[config.mk]
export PLATFORM = sky130hd
export DESIGN_NAME = mux_rr_pipe
export DESIGN_NICKNAME = d
export VERILOG_FILES = /design/src/rtl/mux_rr_pipe.sv
export SDC_FILE = /design/constraint.sdc
export NUM_CORES = 1
export LEC_CHECK = 0
export CORE_ASPECT_RATIO = 0.5
export CORE_UTILIZATION = 31
export CTS_CLUSTER_DIAMETER = 80
export DETAILED_ROUTE_END_ITERATION = 12
export GPL_TIMING_DRIVEN = 0
export PLACE_DENSITY = 0.78
export REMOVE_ABC_BUFFERS = 1
export SLEW_MARGIN = 20
export SYNTH_ARGS = -nofsm -noshare
export SYNTH_HDL_FRONTEND = slang
export SYNTH_SLANG_ARGS = --single-unit
export TNS_END_PERCENT = 5
[constraint.sdc]
create_clock -name clk -period 1.3 [get_ports clk]
set_input_delay 0.13 -clock clk [delete_from_list [all_inputs] [get_ports clk]]
set_output_delay 0.13 -clock clk [all_outputs]
set_load 0.05 [all_outputs]
[src/rtl/mux_rr_pipe.sv]
// N_IN-channel valid/ready multiplexer with one registered output stage.
// Channel selection is either an external index (MODE 0) or round-robin arbitration (MODE 1).
module mux_rr_pipe #(
    parameter int WIDTH = 32,
    parameter int N_IN  = 4,
    parameter int MODE  = 0,
    localparam int SW   = (N_IN > 1) ? $clog2(N_IN) : 1
) (
    input  logic                    clk,
    input  logic                    rst_n,
    input  logic [N_IN-1:0]         in_valid,
    input  logic [N_IN*WIDTH-1:0]   in_data,
    output logic [N_IN-1:0]         in_ready,
    input  logic [SW-1:0]           sel,
    output logic                    out_valid,
    output logic [WIDTH-1:0]        out_data,
    output logic [SW-1:0]           out_ch,
    input  logic                    out_ready
);

    logic             load_en;
    logic             hit;
    logic             transfer;
    logic [SW-1:0]    g;
    logic [SW-1:0]    ptr;
    logic [SW-1:0]    ptr_next;
    logic [WIDTH-1:0] grant_data;

    assign load_en = ~out_valid | out_ready;

    always_comb begin
        // NOTE: every output of this block gets a default first, so no path leaves a value unassigned and no latch is inferred.
        hit = 1'b0;
        g   = '0;
        if (MODE == 0) begin
            // An out-of-range sel matches no channel, so nothing is granted.
            for (int i = 0; i < N_IN; i++) begin
                if (sel == SW'(i)) begin
                    hit = 1'b1;
                    g   = SW'(i);
                end
            end
        end else begin
            // Two passes: first channels at or above ptr, then wrap to the lowest valid one.
            for (int i = 0; i < N_IN; i++) begin
                if (!hit && in_valid[i] && (SW'(i) >= ptr)) begin
                    hit = 1'b1;
                    g   = SW'(i);
                end
            end
            for (int i = 0; i < N_IN; i++) begin
                if (!hit && in_valid[i]) begin
                    hit = 1'b1;
                    g   = SW'(i);
                end
            end
        end
    end

    always_comb begin
        in_ready   = '0;
        grant_data = '0;
        for (int i = 0; i < N_IN; i++) begin
            in_ready[i] = rst_n & load_en & hit & (g == SW'(i));
            if (g == SW'(i)) begin
                grant_data = in_data[i*WIDTH +: WIDTH];
            end
        end
    end

    assign transfer = |(in_valid & in_ready);
    assign ptr_next = (g == SW'(N_IN - 1)) ? '0 : g + SW'(1);

    always_ff @(posedge clk) begin
        // NOTE: state registers use non-blocking assignments so every register samples pre-edge values; reset is synchronous.
        if (!rst_n) begin
            out_valid <= 1'b0;
            out_data  <= '0;
            out_ch    <= '0;
            ptr       <= '0;
        end else if (load_en) begin
            out_valid <= transfer;
            if (transfer) begin
                out_data <= grant_data;
                out_ch   <= g;
                ptr      <= ptr_next;
            end
        end
    end

endmodule

# After elaboration in Yosys (flattened, before gate mapping)
# Cells that the tools add are included.
totals:
  wordCells: 33
  latch_bits: 0
  mem_bits_ro: 0
  reg_bits: 35
  ram_bits: 0
  input_bits: 137
  mem_count: 0
op_classes:
  n_mux: 11
  bitwise: 9
  n_addsub: 0
  reduce_logical: 4
  n_eq_ne: 6
  n_mul: 0
  shifts: 0
  order_cmp: 0
  div: 0
op_table:
  columns: ["cell", "count"]
  rows:
  - ["$mux 32", 4]
  - ["$eq 2x2->1 const B", 4]
  - ["$and 1x1->1", 6]
  - ["$mux 1", 5]
  - ["$and 4x4->4", 1]
  - ["$eq 2x1->1 const B", 2]
  - ["$logic_not 2->1", 2]
  - ["$mux 2", 2]
  - ["$reduce_or 4->1", 1]
  - ["$reduce_and 2->1", 1]
  - ["$not 1->1", 1]
  - ["$or 1x1->1", 1]

# Longest topological paths before layout
depth:
  word_depth: 10
  depth_mapped: 7
  depth_no_buf: 4

# Least setup slack after synthesis
# Ideal clock, no wire load.
synth_timing:
  path_kind: "register to output"
  start: "register out_valid"
  end: "output port in_ready[0]"
  required_time_ns: 1.170
  stages_incl_launch_ff: 4
  t_arrival_ns: 1.818
  n_path_buf: 0
  slack_ns: -0.648
  path_cell_list: "dfxtp_1 nand2b_1 nand2_1 nor3_1"
synth_via:
  elab_chain_len: 5
synth_rtl:
  columns: ["element", "line", "rtl"]
  rows:
  - ["start: declaration", "15", "output logic out_valid,"]
  - ["start signal: assignment", "82", "out_valid <= transfer;"]
  - ["$not 1->1", "29", "assign load_en = ~out_valid | out_ready;"]
  - ["$or 1x1->1", "29", null]
  - ["$and 1x1->1 (3 in a row)", "64", "in_ready[i] = rst_n & load_en & hit & (g == SW'(i));"]
  - ["end: declaration", "13", "output logic [N_IN-1:0] in_ready,"]
# No other way between the ends.

# Final worst setup path
layout_timing:
  start: "register out_valid"
  end: "output port in_ready[3]"
# The elaborated chain is that of the path after synthesis.

==> results.py <==
metrics = {
    "outcome": {
        "status": "finished with violations",
        "failed_checks": "negative setup slack",
    },
    "layout": {
        "finalNetCount": 517,
        "num_antenna_cells": 0,
        "drive_gt1_frac": 0.1969,
        "syn_to_final_growth_pct": 92.02,
    },
    "clocking": {
        "cts.sinks": 35,
        "cts_tree": "built",
        "clock_latency_ns": 0.28,
        "numCtsBuffers": 5,
        "cts_root_buffer": "clkbuf_16",
        "clockBufferDepth": 2,
        "clkSlewWorstSetupHoldPaths_ns": 0.06,
        "htree_levels": 2,
    },
    "critical_path": {
        "crit_path_cell_trace": "nand2b_4 -> nand3_2 -> nor2_1 -> buf_6",
        "slowest_delay_ns": 0.34,
        "r2r_slack_ns": -0.01,
        "end_kind": "primary output",
        "start_kind": "flip-flop",
        "crit_type": "flip-flop to primary output",
        "cp_top_family": "simple AND/OR/NAND/NOR gates",
        "path_buf_inv": 1,
        "crit_fanout": 6,
        "worst_path_max_delay_cell": "dfxtp_2",
        "arrival_ns": 1.20,
        "required_ns": 1.17,
    },
    "pwr": {
        "leakage_nw": 1.642,
        "power_w": 0.003947,
        "ir_drop_v": 0.0007062,
        "powerDensity_nw_per_um2": 891.8,
    },
    "sta": {
        "relSlewSlack": 0.5993,
        "slew_violations": 0,
        "tightest_slew_ns": 0.6010,
        "fin_crit_sh": 1.026,
        "finalHoldViolCount": 0,
        "skew_ns": 0.007978,
        "fmax_mhz": 749.8,
        "grt_setup_unrepaired": "yes",
        "fin_ws_ns": -0.03367,
        "min_period_ns": 1.334,
        "setup_viol": 10,
    },
    "placement": {
        "gp_congestion": 0.7937,
        "pre_cts_ws_ns": -1.460,
        "post-dp-hpwl_um": 6735,
        "io_buffers": 175,
    },
    "routing": {
        "firstDrtPassIters": 4,
        "vias": 2590,
        "dr.first_iter.drc_count": 181,
        "wl_per_cell_um": 19.86,
        "routed_wl_um": 9394,
        "vias_per_cell": 5.476,
        "drc": 0,
        "ant_nets": 0,
    },
    "floorplanning": {
        "die_w_um": 123.9,
        "core_area_um2": 6937,
        "dieArea_um2": 7805,
        "io_pins": 176,
        "die_h_um": 62.97,
        "rows": 21,
        "start_util": 0.3323,
    },
    "synthesis": {
        "synth_commonest_cells": "35 x dfxtp_1, 35 x nand3_1, 30 x a21boi_1, 30 x mux4_2, 28 x o21ai_1",
        "seq_area_frac_synth": 0.3040,
        "yosysTopAreaCell": "dfxtp_1",
        "synthAdderAreaFrac": 0,
        "synth_compound_area_frac": 0.1900,
        "avgSynthCellArea_um2": 10.82,
        "synth_top_family_by_area": "multiplexers",
        "syn_inst": 213,
        "synthSimpleGateAreaFrac": 0.1069,
        "syn-cell-area_um2": 2305,
        "yosys.area_share.xor_xnor": 0,
        "synth_edf_count": 0,
        "synth_cell_types": 27,
        "ys_ff_latch": 35,
        "synth_flop_cell": "dfxtp_1",
        "synth.area.mux_share": 0.3268,
        "yosys.area.top_type_share": 0.3040,
        "synthArstFlopShare": 0,
        "yosys-top-cells-area": "dfxtp_1 30%, mux4_2 29%, a21boi_1 9.8%",
        "yosys_warnings": 0,
    },
    "flow_run": {
        "cap_violations": 0,
    },
    "hold_path": {
        "hold_class": "primary input to flip-flop",
    },
    "global_routing": {
        "grt_use_total": 0.2320,
        "grt_pass1_vias": 2639,
        "antenna_found_initial": 0,
        "grt_pass1_wl_um": 13680,
        "grt_start_max_net_pins": 38,
        "grt_overflow_total": 0,
    },
}
## per-stage QoR
step / setup TNS (ns) / util / hold WS [ns] / std cells / area, µm²
finish: -0.1870 / 0.6380 / 0.2243 / 473 / 4425
global route: -1.416 / 0.6380 / 0.2627 / 473 / 4425
CTS: -0.8703 / 0.6133 / 0.2258 / 467 / 4254
detailed placement: -54.08 / 0.5869 / 0.4571 / 457 / 4071
global placement: -120.26 / 0.5785 / 0.4491 / 454 / 4013
floorplan: -28.94 / - / 0.2582 / 187 / 2146
## routing by layer
| layer | vias up | routed length [µm] | part of all wire | track usage |
|---|---|---|---|---|
| li1 | 1176 | - | - | - |
| met1 | 1313 | 3629 | 0.39 | 0.2636 |
| met2 | 78 | 5136 | 0.55 | 0.4278 |
| met3 | 23 | 406 | 0.043 | 0.05201 |
| met4 | 0 | 223 | 0.024 | 0.07292 |
| met5 | - | 0 | 0 | 0 |
## final cells by class
type,instances,area (µm²)
Fill cell,541,2511
Timing Repair Buffer,181,1863
Multi-Input combinational cell,155,1597
Sequential cell,35,701.9
Clock buffer,6,128.9
Tap cell,92,115.1
Clock inverter,2,12.51
Inverter,2,7.507
## flip-flops by register name (all words and copies together), names as in the netlist
name and cells:
out_data 32, out_valid 1, out_ch 2
## worst reg2reg max path, delay by kind of cell (launching register included)
family,cells,cell delay (ns)
buffers and inverters,1,0.24
and+or+nand+nor,2,0.40
AOI/OAI and AO/OA,2,0.25
DFF,1,0.34
## final timing paths
| path | startpoint | to | depth (start not counted) |
|---|---|---|---|
| worst max-delay path | out_valid | in_ready[3] | 4 |
| worst min-delay path | sel[0] | out_ch[0] | 3 |
| worst max register to register | out_valid | out_data[20] | 5 |
| worst min register to register | out_data[18] | out_data[18] | 2 |
## cell families after synthesis
group | count (synthesis)
mux | 34
compound gates | 69
buf+inv | 28
simple gates | 47
flops | 35
## report_power, final
part,switching [W],total (W),internal [W]
clock network,0.000457,0.00116,0.000707
registers,0.0000480,0.00121,0.00117
logic,0.000780,0.00157,0.000788
## placed cells by master, fill, tap and decap left out, drive strengths merged, types with 2 or more instances in the layout
cell / n
and3: 2
nand2: 2
or3: 4
o21ai: 34
clkbuf: 9
buf: 12
dlygate4sd2: 13
a21boi: 34
nand3: 36
nor2b: 2
mux4: 32
nor3: 3
nor2: 2
clkdlybuf4s50: 131
inv: 2
dfxtp: 35
clkdlybuf4s15: 21
## timing repair
action                     4_1_cts  5_1_grt
gates cloned                     1        5
resized for setup               90       41
setup endpoints to repair       74       62
hold buffers                     0        0
pin swaps                        4        7
buffers inserted                 1        1
Power figures use the tool's default switching activity.
